`config.mk`:
```
export PLATFORM = sky130hd
export DESIGN_NAME = tcm_port_arb
export DESIGN_NICKNAME = d
export VERILOG_FILES = /design/src/rtl/tcm_arb_pkg.sv /design/src/rtl/tcm_arb_starve_ctr.sv /design/src/rtl/tcm_port_arb.sv
export SDC_FILE = /design/constraint.sdc
export NUM_CORES = 1
export LEC_CHECK = 0
export BUFFER_PORTS_ARGS = -buffer_cell sky130_fd_sc_hd__buf_2
export CORE_AREA = 2 2 112 114
export CTS_CLUSTER_DIAMETER = 30
export DETAILED_ROUTE_END_ITERATION = 12
export DIE_AREA = 0 0 114 116
export PLACE_DENSITY = 0.58
export SLEW_MARGIN = 15
export SYNTH_ARGS = -nofsm -noshare
export SYNTH_HDL_FRONTEND = slang
export SYNTH_SLANG_ARGS = --single-unit
export TNS_END_PERCENT = 5
```
`constraint.sdc`:
```
create_clock -name clk_i -period 5.1 [get_ports clk_i]
set_clock_uncertainty 0.05 [all_clocks]
set_input_delay 1.53 -clock clk_i [delete_from_list [all_inputs] [get_ports clk_i]]
set_output_delay 1.53 -clock clk_i [all_outputs]
set_load 0.1 [all_outputs]
```
`src/rtl/tcm_arb_pkg.sv`:
```
// Shared types for the single-port TCM arbiter: grant encoding and response register layout.
package tcm_arb_pkg;

    localparam int TCM_TAG_W = 11;

    typedef enum logic [1:0] {
        GNT_NONE,
        GNT_I,
        GNT_D_MEM,
        GNT_D_MAINT
    } tcm_gnt_e;

    typedef struct packed {
        logic                 valid;
        logic                 ack;
        logic                 is_load;
        logic                 err;
        logic [TCM_TAG_W-1:0] tag;
    } tcm_resp_t;

endpackage

```
`src/rtl/tcm_arb_starve_ctr.sv`:
```
// Saturating count of consecutive cycles the fetch port has been requesting without a grant.
module tcm_arb_starve_ctr #(
    parameter int STARVE_MAX = 4,
    parameter int CW         = 3
) (
    input  logic          clk_i,
    input  logic          rst_i,
    input  logic          req_i,
    input  logic          gnt_i,
    output logic [CW-1:0] count_o,
    output logic          force_o
);

    logic [CW-1:0] count_q;

    always_ff @(posedge clk_i or posedge rst_i) begin
        if (rst_i) begin
            count_q <= '0;
        end else if (req_i && !gnt_i) begin
            if (count_q != CW'(STARVE_MAX))
                count_q <= count_q + CW'(1);
        end else begin
            count_q <= '0;
        end
    end

    assign count_o = count_q;
    assign force_o = (count_q == CW'(STARVE_MAX));

endmodule

```
`src/rtl/tcm_port_arb.sv`:
```
// Arbitrates core fetch and data ports onto one single-ported SRAM with one-cycle responses.
// Optional TCM_ARB_RANGE_CHK_EN: out-of-window accesses skip the SRAM and respond with error.
module tcm_port_arb
    import tcm_arb_pkg::*;
#(
    parameter logic [31:0] BASE_ADDR  = 32'h8000_0000,
    parameter int          AW         = 14,
    parameter int          STARVE_MAX = 4
) (
    input  logic                 clk_i,
    input  logic                 rst_i,
    input  logic                 mem_i_rd_i,
    input  logic                 mem_i_flush_i,
    input  logic                 mem_i_invalidate_i,
    input  logic [31:0]          mem_i_pc_i,
    output logic                 mem_i_accept_o,
    output logic                 mem_i_valid_o,
    output logic                 mem_i_error_o,
    output logic [31:0]          mem_i_inst_o,
    input  logic [31:0]          mem_d_addr_i,
    input  logic [31:0]          mem_d_data_wr_i,
    input  logic                 mem_d_rd_i,
    input  logic [3:0]           mem_d_wr_i,
    input  logic                 mem_d_cacheable_i,
    input  logic [TCM_TAG_W-1:0] mem_d_req_tag_i,
    input  logic                 mem_d_invalidate_i,
    input  logic                 mem_d_writeback_i,
    input  logic                 mem_d_flush_i,
    output logic                 mem_d_accept_o,
    output logic                 mem_d_ack_o,
    output logic                 mem_d_error_o,
    output logic [31:0]          mem_d_data_rd_o,
    output logic [TCM_TAG_W-1:0] mem_d_resp_tag_o,
    output logic                 ram_en_o,
    output logic [3:0]           ram_wr_o,
    output logic [AW-1:0]        ram_addr_o,
    output logic [31:0]          ram_wdata_o,
    input  logic [31:0]          ram_rdata_i
);

    localparam int SCW = (STARVE_MAX < 2) ? 1 : $clog2(STARVE_MAX + 1);

    tcm_gnt_e  gnt;
    tcm_resp_t resp_d, resp_q;
    logic      d_mem_req, d_maint_req, d_req;
    logic      starve_force;
    logic      i_in_win, d_in_win;
    logic [SCW-1:0] starve_q;

`ifdef TCM_ARB_RANGE_CHK_EN
    localparam logic [32:0] WIN_LO = {1'b0, BASE_ADDR};
    localparam logic [32:0] WIN_HI = WIN_LO + (33'd1 << (AW + 2));

    function automatic logic in_win(input logic [31:0] a);
        return ({1'b0, a} >= WIN_LO) && ({1'b0, a} < WIN_HI);
    endfunction

    assign i_in_win = in_win(mem_i_pc_i);
    assign d_in_win = in_win(mem_d_addr_i);
`else
    // Without the check only the word-index bits are decoded, so the window aliases.
    assign i_in_win = 1'b1;
    assign d_in_win = 1'b1;
`endif

    logic unused_ok;
    assign unused_ok = ^{mem_d_cacheable_i, mem_i_flush_i, mem_i_invalidate_i,
                         mem_i_pc_i[31:AW+2], mem_i_pc_i[1:0],
                         mem_d_addr_i[31:AW+2], mem_d_addr_i[1:0], BASE_ADDR};

    assign d_mem_req   = mem_d_rd_i || (mem_d_wr_i != 4'b0000);
    assign d_maint_req = mem_d_invalidate_i || mem_d_writeback_i || mem_d_flush_i;
    assign d_req       = d_mem_req || d_maint_req;

    tcm_arb_starve_ctr #(
        .STARVE_MAX(STARVE_MAX),
        .CW        (SCW)
    ) u_starve (
        .clk_i  (clk_i),
        .rst_i  (rst_i),
        .req_i  (mem_i_rd_i),
        .gnt_i  (gnt == GNT_I),
        .count_o(starve_q),
        .force_o(starve_force)
    );

    // Data normally wins; a fetch that has lost STARVE_MAX cycles in a row takes the slot.
    always_comb begin
        gnt = GNT_NONE;
        if (!rst_i) begin
            if (mem_i_rd_i && (starve_force || !d_req))
                gnt = GNT_I;
            else if (d_mem_req)
                gnt = GNT_D_MEM;
            else if (d_maint_req)
                gnt = GNT_D_MAINT;
        end
    end

    always_comb begin
        ram_en_o    = 1'b0;
        ram_wr_o    = 4'b0000;
        ram_addr_o  = '0;
        ram_wdata_o = '0;
        resp_d      = '0;
        case (gnt)
            GNT_I: begin
                ram_en_o     = i_in_win;
                ram_addr_o   = i_in_win ? mem_i_pc_i[AW+1:2] : '0;
                resp_d.valid = 1'b1;
                resp_d.err   = !i_in_win;
            end
            GNT_D_MEM: begin
                ram_en_o       = d_in_win;
                ram_wr_o       = d_in_win ? mem_d_wr_i : 4'b0000;
                ram_addr_o     = d_in_win ? mem_d_addr_i[AW+1:2] : '0;
                ram_wdata_o    = d_in_win ? mem_d_data_wr_i : '0;
                resp_d.ack     = 1'b1;
                resp_d.is_load = (mem_d_wr_i == 4'b0000);
                resp_d.err     = !d_in_win;
                resp_d.tag     = mem_d_req_tag_i;
            end
            GNT_D_MAINT: begin
                resp_d.ack = 1'b1;
                resp_d.tag = mem_d_req_tag_i;
            end
            default: ;
        endcase
    end

    always_ff @(posedge clk_i or posedge rst_i) begin
        if (rst_i)
            resp_q <= '0;
        else
            resp_q <= resp_d;
    end

    assign mem_i_accept_o = (gnt == GNT_I);
    assign mem_d_accept_o = (gnt == GNT_D_MEM) || (gnt == GNT_D_MAINT);

    assign mem_i_valid_o    = resp_q.valid;
    assign mem_i_error_o    = resp_q.valid && resp_q.err;
    assign mem_i_inst_o     = (resp_q.valid && !resp_q.err) ? ram_rdata_i : '0;

    assign mem_d_ack_o      = resp_q.ack;
    assign mem_d_error_o    = resp_q.ack && resp_q.err;
    assign mem_d_data_rd_o  = (resp_q.ack && resp_q.is_load && !resp_q.err) ? ram_rdata_i : '0;
    assign mem_d_resp_tag_o = resp_q.ack ? resp_q.tag : '0;

endmodule

```
# Yosys cells after proc, flatten, opt, wreduce, memory -nomap -nowiden
# Index checks and enable logic that the tools add are counted.
# op_classes
n_addsub	1
n_eq_ne	6
n_reduce_logical	15
muxes	17
# op_table
operator	count
$mux W32	3
$pmux W14 S2	1
$mux W11	2
$mux W2	4
$logic_or A1 B1 Y1	6
$mux W3	2
$eq A2 B2 Y1 const B	2
$logic_not A4 Y1	1
$mux W1	4
$mux W4	1
$reduce_bool A4 Y1	1
$reduce_or A2 Y1	2
$add A3 B1 Y3 const B	1
$eq A3 B3 Y1 const B	1
$logic_and A1 B1 Y1	3
$ne A3 B3 Y1 const B	1
$eq A2 B1 Y1 const B	1
$logic_not A1 Y1	2
$ne A2 B2 Y1 const B	1
# totals
regBits	17

# Depth between registers and ports, before layout
# Gate-level depths: netlist of run 1.
# depth
word_depth	12
mapped_depth	10

# By module
# A second synthesis of run 1 with hierarchy kept.
# hier_totals
hier_cells	223
area_unflattened_um2	1689.1
# by_module_without_submodules
mod	cells_per_inst	area_per_inst_um2	n_inst	seq_area_each_um2
tcm_port_arb	204	1502.7	1	350.3
tcm_arb_starve_ctr	19	186.4	1	75.1

# Least setup slack after synthesis of run 1
# Ideal clock, no wire load.
# synth_timing
kind	input -> output
start	input mem_d_wr_i[0]
end	output ram_addr_o[0]
t_arrival_ns	4.553
required_time_ns	3.520
path_buffers	2
cell_stages	8
setup_slack_ns	-1.033
cell_sequence	or4_4 -> nor4_2 -> a311o_1 -> ha_1 -> clkbuf_1 -> clkbuf_1 -> a22oi_1 -> nor2_1
# synth_via
elab_chain_len	10
elab_cells_between_ends	12
# synth_rtl
element	line	text
start: declaration	tcm_port_arb.sv:23	input logic [3:0] mem_d_wr_i,
$reduce_bool A4 Y1 *	tcm_port_arb.sv:71	assign d_mem_req = mem_d_rd_i || (mem_d_wr_i != 4'b0000);
$logic_or A1 B1 Y1 *	tcm_port_arb.sv:71	
$logic_or A1 B1 Y1	tcm_port_arb.sv:73	assign d_req = d_mem_req || d_maint_req;
$logic_not A1 Y1	tcm_port_arb.sv:91	if (mem_i_rd_i && (starve_force || !d_req))
$logic_or A1 B1 Y1	tcm_port_arb.sv:91	
$logic_and A1 B1 Y1	tcm_port_arb.sv:91	
$mux W2 *	tcm_port_arb.sv:91	
$mux W2 *	tcm_port_arb.sv:90	if (!rst_i) begin
$eq A2 B2 Y1 / $eq A2 B1 Y1 (equally long branches)	tcm_port_arb.sv:106	case (gnt)
$pmux W14 S2 *	tcm_port_arb.sv:106	
end: declaration	tcm_port_arb.sv:36	output logic [AW-1:0] ram_addr_o,
# Mark *: on every way between the ends. The rest lies on a longest branch, timed or not.

# Worst setup path in the final report of run 1
# layout_timing
start	input mem_d_wr_i[0]
end	output ram_addr_o[3]
# The elaborated chain is that of the path after synthesis.

==> results of run 1 <==
-- cells in the mapped netlist (all sizes together) --
master  number  share of area [%]
mux2i        2                1.2
a221o        1               0.58
a311oi       1               0.51
and3        32                 12
nand2        1               0.22
a22oi       14                6.1
nor4         1               0.73
ha           6                4.4
and2        80                 29
dfrtp       17                 25
nand3b       1               0.44
nor3b        1               0.44
a21boi       1               0.44
clkbuf      19                4.2
nor3         1               0.29
a311o        1               0.58
nor4b        1               0.88
o21ai        1               0.29
nor2        20                4.4
inv          6                1.3
a221oi       1               0.51
buf          3                1.1
nor2b       13                4.7
conb         1               0.22
or4          1               0.66
-- worst paths after layout --
check / endpoint / slack, ns / cells after the start
setup / recovery: ram_addr_o[3] / 0.01 / 9
hold / removal: u_starve.count_o[2]$_DFFE_PP0P_ / 0.54 / 2
setup reg to reg: u_starve.count_o[2]$_DFFE_PP0P_ / 2.69 / 10
hold reg to reg: u_starve.count_o[2]$_DFFE_PP0P_ / 0.54 / 2
max in group asynchronous: resp_q[6]$_DFF_PP0_ / 3.43 / 3
min in group asynchronous: resp_q[1]$_DFF_PP0_ / 1.39 / 3
-- flip-flops by register name (all words and copies together) (netlist names) --
signal / count
mem_d_ack_o: 1
mem_i_valid_o: 1
resp_q: 12
u_starve.count_o: 3
-- what timing repair did --
| item | 4_1_cts | 5_1_grt |
|---|---|---|
| setup buffers | 0 | 1 |
| endpoints found under the setup margin | 44 | 44 |
| cloned | 0 | 1 |
| pin swaps | 0 | 5 |
| resized for setup | 8 | 5 |
-- cells by family after synthesis --
logic type | Yosys count | synth area share [%]
adders and majority gates | 6 | 4.383
AOI/OAI and AO/OA | 20 | 9.058
muxes | 2 | 1.169
buffers and inverters | 28 | 6.574
other | 1 | 0.2189
and+or+nand+nor | 152 | 53.76
DFF | 17 | 24.84
-- routing by layer --
layer | vias up | track usage, % | part of all wire [%]
li1 | 1212 | - | -
met5 | - | 0 | 0
met4 | 0 | 1.463 | 0.33
met2 | 170 | 24.92 | 57
met1 | 1105 | 10.86 | 33
met3 | 2 | 1.778 | 9.5
-- power by group --
part / switching (mW) / leakage (nW) / internal [mW] / total [mW]
clock network: 0.0482 / 0.0382 / 0.106 / 0.154
registers: 0.0109 / 0.221 / 0.144 / 0.155
logic: 0.358 / 2.03 / 0.178 / 0.536
total: 0.417 / 2.29 / 0.428 / 0.845
-- layout make-up --
class                   count  area, um2  share of cell area (%)
multi-input cells         182       1326                   31.52
inverters                   6      26.28                  0.6244
clock buffers               4      78.83                   1.873
well taps                 147      183.9                   4.371
flip-flops and latches     17      425.4                   10.11
repair buffers            253       2167                   51.50
-- critical path, stage by stage --
cell and delay [ns]:
buf_6 0.09, or4_4 0.58, nor4b_4 0.28, a311o_1 0.25, ha_4 0.21, clkbuf_16 0.16, a22oi_1 0.10, nor2_4 0.12
buf_12 0.18
-- through the flow --
step | hold WS, ns | power (mW) | worst slack, ns | std cells
after floorplan | 0.4992 | 0.4899 | -0.2802 | 227
after global placement | 0.5333 | 0.6843 | 0.02473 | 603
after detailed placement | 0.5389 | 0.6901 | -0.09555 | 603
after CTS | 0.5464 | 0.8487 | 0.01011 | 607
after global routing | 0.5954 | 0.8796 | -0.07534 | 609
final | 0.5416 | 0.8448 | 0.01078 | 609
==> run_results.csv, run 1 <==
group,metric,value,unit
outcome,status,"finished, final reports clean",
placement,io_buffers,243,
clocking,h-tree-depth,1,
detailed_routing,drc,0,
worst_setup_path,crit_path_max_fanout,7,
sta,max_slew_margin,37.77,%
detailed_routing,vias,2489,
clocking,clk_latency,0.24,ns
worst_setup_path,r2r_start,"u_starve.count_o[0]$_DFFE_PP0P_",
die,die_w,114,um
logic_synthesis,avgSynthCellArea,7.579,um2
sta,setup_viol,0,
sta,hold_viol,0,
worst_setup_path,critPathLaunchType,"input port",
sta,fmax,0.1965,GHz
worst_setup_path,cp.arrival,3.51,ns
logic_synthesis,yosys_warnings,0,
clocking,cts_made_buffers,3,
global_route,grt_overflow,0,
global_route,antenna_found_initial,1,
final_layout,area_delta_synth_final,145.7,%
clocking,clk_pin_slew,0.05,ns
detailed_routing,routed_wl,8.211,mm
worst_setup_path,cp_data_required_time,3.52,ns
detailed_routing,wl_per_cell,13.48,um
logic_synthesis,synth_cells,226,
worst_setup_path,critical_path.startpoint,"mem_d_wr_i[0]",
clocking,clock_path_buffers,2,
hold_path,min-delay-start,"u_starve.count_o[2]$_DFFE_PP0P_",
detailed_routing,first_pass_iters,4,
pwr,p_per_area,200.8,mW/mm2
die,ios,285,
final_layout,nets,622,
final_layout,most-common-layout-cells,"buf_2 (188), and2_1 (78), buf_12 (57), and3_1 (32), dfrtp_1 (17)",
clocking,cts_hold_buf,0,
pwr,ir_drop,94.97,uV
global_route,grt_max_degree,45,
final_layout,layout_commonest_cell,"buf_2",
sta,setup_tns,0,ns
detailed_routing,drt_iter0_markers,63,
final_layout,n_fill_cell,1213,
run,timing.max_cap.violations,0,
pwr,leakagePower,2.290,nW
logic_synthesis,synth_area,0.001713,mm2
die,initial_core_util,14.38,%
die,core_area,0.01191,mm2
detailed_routing,antenna_left,0,
final_layout,diodes,0,
detailed_routing,routed_via_density,4.087,
die,fp.dieH,116,um
sta,min_period,5.089,ns
placement,post-dp-hpwl,7.073,mm
sta,rsz0062_at_grt,"true",
final_layout,drive_gt1_share,61.26,%
sta,fin_crit_sh,99.79,%
placement,place_congestion,0.8029,
die,die_area,0.01322,mm2
worst_setup_path,path_class,"input port to primary output",
clocking,clkSinkCount,17,
logic_synthesis,ys_ff_latch,17,
placement,placed_area,0.004021,mm2
final_layout,design_area,0.004208,mm2
sta,tightest_slew,0.9334,ns
clocking,root_buffer,"clkbuf_16",
clocking,tritoncts,"built",
global_route,grt_pass1_vias,2326,
sta,drv_slew,0,
hold_path,hold_class,"flop to flop",
global_route,grt_pass1_wl,11.72,mm
worst_setup_path,critPathCaptureType,"primary output",
logic_synthesis,ys_types,28,
global_route,grt_usage,11.25,%
die,num_rows,40,
logic_synthesis,ys_seq_area_share,24.84,%
final_layout,final_util,35.33,%
Power figures use the tool's default switching activity.
==> run 2: changes to the inputs <==
--- a/config.mk
+++ b/config.mk
@@ -12,4 +12,5 @@
 export DIE_AREA = 0 0 114 116
 export PLACE_DENSITY = 0.58
+export SETUP_SLACK_MARGIN = 0.05
 export SLEW_MARGIN = 15
 export SYNTH_ARGS = -nofsm -noshare
==> constraint.sdc (replaced) <==
create_clock -name clk_i -period 5.1 [get_ports clk_i]
set_clock_uncertainty 0.05 [all_clocks]
set_input_delay 0.255 -clock clk_i [delete_from_list [all_inputs] [get_ports clk_i]]
set_output_delay 0.255 -clock clk_i [all_outputs]
set_load 0.1 [all_outputs]
==> run_results.csv, run 2 (synthesis results as in run 1) <==
group,metric,value,unit
pwr,ir_drop,121.5,uV
placement,post-place-ws,1.966,ns
final_layout,top_register,"resp_q",
worst_setup_path,critPathLaunchType,"flop",
die,initial_core_util,14.38,%
final_layout,final_util,26.21,%
hold_path,hold_class,"input port to asynchronous set/reset pin",
clocking,cts_hold_buf,0,
final_layout,diodes,0,
die,fp.dieH,116,um
global_route,grt_max_degree,53,
final_layout,most-common-layout-cells,"buf_2 (243), and2_1 (78), and3_1 (32), nor2_1 (20), dfrtp_1 (17)",
detailed_routing,antenna_left,0,
clocking,clock_path_buffers,2,
pwr,power.total,0.7265,mW
placement,numPlacedInstances,597,
sta,setup_viol,0,
detailed_routing,vias,2461,
detailed_routing,routed_via_density,4.095,
worst_setup_path,critPathCaptureType,"primary output",
sta,hold_slack,0.1293,ns
worst_setup_path,worst-path-buf-inv,5,
final_layout,design_area,0.003122,mm2
worst_setup_path,path_class,"flop to primary output",
die,die_area,0.01322,mm2
detailed_routing,drt_iter0_markers,34,
outcome,status,"finished, final reports clean",
global_route,grt_overflow,0,
worst_setup_path,slowest_stage,"a221oi_1",
die,num_rows,40,
run,timing.max_cap.violations,0,
sta,fmax,0.3059,GHz
clocking,cts_resized,0,
clocking,clk_pin_slew,0.05,ns
worst_setup_path,regToRegEndpoint,"resp_q[10]$_DFF_PP0_",
detailed_routing,first_pass_iters,4,
global_route,antenna_found_initial,0,
global_route,grt_pass1_vias,2220,
worst_setup_path,r2r_start,"u_starve.count_o[0]$_DFFE_PP0P_",
sta,min_period,3.270,ns
final_layout,final_cell_count_no_fill,601,
placement,placed_area,0.003042,mm2
sta,rsz0062_at_grt,"false",
die,die_w,114,um
worst_setup_path,cp_data_required_time,4.80,ns
worst_setup_path,crit_chain,"inv_1 -> ha_1 -> and2_0 -> a221oi_1 -> ha_1 -> buf_4 -> nor2_1 -> buf_4 -> inv_1 -> buf_2",
sta,hold_viol,0,
die,core_area,0.01191,mm2
sta,tightest_slew,1.010,ns
placement,post-dp-hpwl,7.012,mm
global_route,grt_usage,10.93,%
clocking,clkSinkCount,17,
final_layout,area_delta_synth_final,82.25,%
clocking,clk_latency,0.24,ns
detailed_routing,routed_wl,8.053,mm
placement,place_congestion,0.8273,
final_layout,multiInputGateArea,0.001179,mm2
final_layout,largest_reg_flops,12,
worst_setup_path,cpLargestDelayFamily,"buffers and inverters",
clocking,postCtsSetupBuffers,0,
pwr,leakagePower,2.021,nW
sta,drv_slew,0,
final_layout,drive_gt1_share,55.73,%
placement,io_buffers,243,
global_route,grt_pass1_wl,11.36,mm
final_layout,n_fill_cell,1316,
worst_setup_path,crit_cells,10,
clocking,h-tree-depth,1,
clocking,cts_made_buffers,3,
sta,max_slew_margin,32.69,%
clocking,tritoncts,"built",
final_layout,regArea,425.4,um2
detailed_routing,drc,0,
worst_setup_path,crit_path_max_fanout,52,
final_layout,layout_commonest_cell,"buf_2",
final_layout,nets,614,
sta,final.setup.worst_slack,1.830,ns
worst_setup_path,cp.arrival,2.96,ns
worst_setup_path,worstRegToRegCells,9,
pwr,p_per_area,232.7,mW/mm2
worst_setup_path,cpPeakStageDelay,0.43,ns
worst_setup_path,r2r_slack,2.61,ns
sta,setup_tns,0,ns
die,ios,285,
detailed_routing,wl_per_cell,13.40,um
sta,fin_crit_sh,64.11,%
clocking,root_buffer,"clkbuf_16",
worst_setup_path,critPathCapture,"mem_d_accept_o",
worst_setup_path,critical_path.startpoint,"u_starve.count_o[0]$_DFFE_PP0P_",
==> run 2: cell types whose count changed in the layout (fill, tap and decap cells not counted), sizes merged <==
| cell | change |
|---|---|
| clkinv | +1 |
| clkbuf | -2 |
| clkinvlp | -1 |
| inv | +1 |
| buf | -7 |
==> run 2: routing by layer <==
layer / track usage, % / part of all wire (%) / wire (um)
met5: 0 / 0 / 0
met4: 3.252 / 1.6 / 125
met3: 1.255 / 9.0 / 728
met2: 22.38 / 52 / 4165
met1: 11.57 / 38 / 3033
==> run 2: worst min path at each step <==
stage                  startpoint                              end  depth (start not counted)
3_3_place_gp                rst_i  u_starve.count_o[1]$_DFFE_PP0P_                          2
3_5_place_dp                rst_i  u_starve.count_o[0]$_DFFE_PP0P_                          2
6_report                    rst_i              resp_q[7]$_DFF_PP0_                          2
5_1_grt        mem_d_req_tag_i[9]              resp_q[9]$_DFF_PP0_                          2
4_1_cts                     rst_i              resp_q[7]$_DFF_PP0_                          2
2_1_floorplan               rst_i            mem_d_ack_o$_DFF_PP0_                          1
==> run 2: layout make-up <==
type / instances / area share (%)
Clock buffer: 3 / 2.405
Clock inverter: 1 / 0.1603
Inverter: 6 / 0.7214
Multi-Input combinational cell: 182 / 37.76
Sequential cell: 17 / 13.63
Tap cell: 147 / 5.892
Timing Repair Buffer: 245 / 39.44
==> run 2: where the power goes <==
group | leakage [nW] | internal, mW | switching (mW) | total, mW
Combinational | 1.76 | 0.0837 | 0.331 | 0.415
Clock | 0.0409 | 0.105 | 0.0519 | 0.157
Sequential | 0.221 | 0.144 | 0.0112 | 0.155
==> run 2: worst register-to-register path, stage by stage, from the launching register on <==
cell and delay, ns:
dfrtp_1 0.39, inv_1 0.07, ha_1 0.21, and2_0 0.26
a221oi_1 0.43, ha_1 0.22, buf_4 0.36, nor2_1 0.09
buf_4 0.19, nor2b_1 0.14
==> run 3: changes to the inputs <==
- ABC_AREA: not set -> 1
- CORE_AREA: 2 2 112 114 -> 2 2 109 111
- DIE_AREA: 0 0 114 116 -> 0 0 111 113
- PLACE_DENSITY: 0.58 -> 0.64
- clock period: 5.1 -> 2.86 ns (I/O delays scaled with it)
==> run_results.csv, run 3 <==
group,metric,value,unit
outcome,status,"finished, final reports clean",
final_layout,nets,763,
die,fp.dieH,113,um
logic_synthesis,synth_top_area_cell,"inv_1",
die,initial_core_util,16.75,%
final_layout,final_util,36.43,%
clocking,clk_latency,0.25,ns
logic_synthesis,ys_seq_area_share,22.53,%
final_layout,drive_gt1_share,43.95,%
logic_synthesis,synthTopCellsByArea,"inv_1 (26%), nand2_1 (23%), dfrtp_1 (23%), nor2_1 (9.3%), ha_1 (4.0%)",
placement,placed_area,0.004000,mm2
final_layout,diodes,0,
final_layout,most-common-layout-cells,"buf_2 (192), inv_1 (132), nand2_1 (116), buf_12 (51), nor2_1 (47)",
global_route,antenna_found_initial,0,
global_route,grt_overflow,0,
global_route,grt_max_degree,38,
worst_setup_path,cpPeakStageDelay,0.38,ns
logic_synthesis,synth_area,0.001888,mm2
placement,io_buffers,243,
pwr,ir_drop,234.0,uV
worst_setup_path,critPathLaunchType,"flop",
detailed_routing,drt_iter0_markers,62,
placement,post-dp-hpwl,6.202,mm
detailed_routing,vias,2761,
run,timing.max_cap.violations,0,
sta,fmax,0.3859,GHz
worst_setup_path,crit_path_max_fanout,13,
clocking,h-tree-depth,1,
clocking,clkSinkCount,17,
die,ios,285,
sta,min_period,2.591,ns
sta,drv_slew,0,
clocking,postCtsSetupBuffers,0,
final_layout,top_register,"resp_q",
final_layout,area_delta_synth_final,117.5,%
logic_synthesis,ys_ff_latch,17,
worst_setup_path,worstRegToRegCells,11,
sta,fin_crit_sh,90.61,%
placement,place_congestion,0.7684,
clocking,root_buffer,"clkbuf_16",
pwr,leakagePower,2.976,nW
worst_setup_path,cp_data_required_time,2.67,ns
logic_synthesis,synth-edff-count,0,
global_route,grt_usage,10.57,%
pwr,p_per_area,445.4,mW/mm2
worst_setup_path,crit_chain,"inv_1 -> ha_1 -> nand2_1 -> inv_1 -> o21bai_2 -> nand2_2 -> a21oi_2 -> ha_1 -> buf_4 -> nand2_1 -> a21oi_1 -> buf_12",
worst_setup_path,critPathCapture,"ram_addr_o[9]",
worst_setup_path,critPathCaptureType,"primary output",
worst_setup_path,cp.arrival,2.40,ns
logic_synthesis,ys.flop_type,"dfrtp_1",
worst_setup_path,r2r_slack,0.79,ns
worst_setup_path,slowest_stage,"dfrtp_1",
logic_synthesis,synth_most_common_cell,"inv_1",
global_route,grt_pass1_vias,2456,
clocking,cts_made_buffers,3,
detailed_routing,routed_wl,7.136,mm
detailed_routing,drc,0,
worst_setup_path,worst-path-buf-inv,4,
worst_setup_path,r2r_start,"u_starve.count_o[0]$_DFFE_PP0P_",
logic_synthesis,avgSynthCellArea,5.145,um2
sta,rsz0062_at_grt,"false",
logic_synthesis,synth_common_cells,"inv_1 (132), nand2_1 (116), nor2_1 (47)",
sta,hold_viol,0,
pwr,power.total,1.829,mW
die,die_w,111,um
logic_synthesis,synth_top_cell_area_share,26.24,%
clocking,tritoncts,"built",
global_route,grt_pass1_wl,11.10,mm
hold_path,hold_class,"input port to flop",
final_layout,largest_reg_flops,12,
worst_setup_path,regToRegEndpoint,"resp_q[12]$_DFF_PP0_",
logic_synthesis,synth_cells,367,
logic_synthesis,ys_types,18,
die,core_area,0.01127,mm2
worst_setup_path,critical_path.startpoint,"u_starve.count_o[0]$_DFFE_PP0P_",
worst_setup_path,crit_cells,12,
logic_synthesis,yosys_warnings,0,
final_layout,n_fill_cell,1185,
die,num_rows,39,
final_layout,layout_commonest_cell,"buf_2",
worst_setup_path,cpLargestDelayFamily,"compound AO/OA/AOI/OAI gates",
detailed_routing,routed_via_density,3.701,
clocking,clk_pin_slew,0.05,ns
clocking,clock_path_buffers,2,
logic_synthesis,async_flop_share,100.0,%
detailed_routing,antenna_left,0,
worst_setup_path,path_class,"flop to primary output",
detailed_routing,first_pass_iters,4,
die,die_area,0.01254,mm2
detailed_routing,wl_per_cell,9.566,um
final_layout,design_area,0.004106,mm2
sta,setup_viol,0,
==> run 3: changes by cell type after synthesis, moves of 19 or more <==
cell | before | now
inv_1 | 6 | 132
nand2_1 | 1 | 116
and2_1 | 78 | 0
and3_1 | 32 | 0
nor2_1 | 20 | 47
clkbuf_1 | 19 | 0
==> run 3: area by class of cell <==
type	instances	area (um2)	area share, %
well taps	143	178.9	4.357
flip-flops and latches	17	425.4	10.36
clock inverters	1	7.507	0.1828
clock buffers	3	75.07	1.828
repair buffers	249	2033	49.51
multi-input cells	200	887.1	21.60
inverters	133	499.2	12.16
==> run 3: how the worst min path moves through the flow <==
stage                                                  to                from  cells after the start
after floorplan                     mem_d_ack_o$_DFF_PP0_               rst_i                      1
after global placement    u_starve.count_o[1]$_DFFE_PP0P_               rst_i                      3
after detailed placement  u_starve.count_o[1]$_DFFE_PP0P_               rst_i                      3
after CTS                             resp_q[8]$_DFF_PP0_  mem_d_req_tag_i[8]                      3
after global routing                  resp_q[8]$_DFF_PP0_  mem_d_req_tag_i[8]                      3
final                                 resp_q[2]$_DFF_PP0_  mem_d_req_tag_i[2]                      3
==> run 3: per-stage QoR <==
stage | worst slack [ns] | setup TNS (ns) | hold WS (ns) | std cells
floorplan | -0.4086 | -4.499 | 0.04330 | 368
global placement | 0.3488 | 0 | 0.1988 | 741
detailed placement | 0.3376 | 0 | 0.2085 | 741
CTS | 0.06407 | 0 | 0.04567 | 746
global route | 0.05400 | 0 | 0.06146 | 746
finish | 0.2685 | 0 | 0.04671 | 746
==> run 3: metal layers <==
metal	track usage, %	vias up	wire (um)
met4	1.750	0	45
met2	21.92	165	3849
met1	10.09	1145	2388
met3	3.589	4	853
li1	-	1447	-
met5	0	-	0
==> run 3: worst min-delay path: cells and delay by family <==
kind,cells,cell delay (ns)
buffers and inverters,2,0.14
AND/OR/NAND/NOR,1,0.03
==> run 3: logic make-up after synthesis <==
family | after synthesis | share of synthesized area [%]
AND/OR/NAND/NOR | 173 | 35.98
buffers and inverters | 151 | 31.74
AO/OA/AOI/OAI | 19 | 5.567
flip-flops | 17 | 22.53
adder cells (fa/ha/maj) | 6 | 3.976
other | 1 | 0.1986
==> run 3: power breakdown <==
group	internal [mW]	leakage [nW]	total [mW]	switching [mW]
registers	0.267	0.221	0.284	0.0170
clock network	0.189	0.0371	0.283	0.0944
logic	0.371	2.72	1.26	0.891
==> run 3: repair_timing <==
| item | 4_1_cts | 5_1_grt |
|---|---|---|
| setup endpoints to repair | 0 | 36 |
| hold endpoints to repair | 17 | 0 |
| hold buffers | 1 | 0 |
| resized for setup | 0 | 2 |
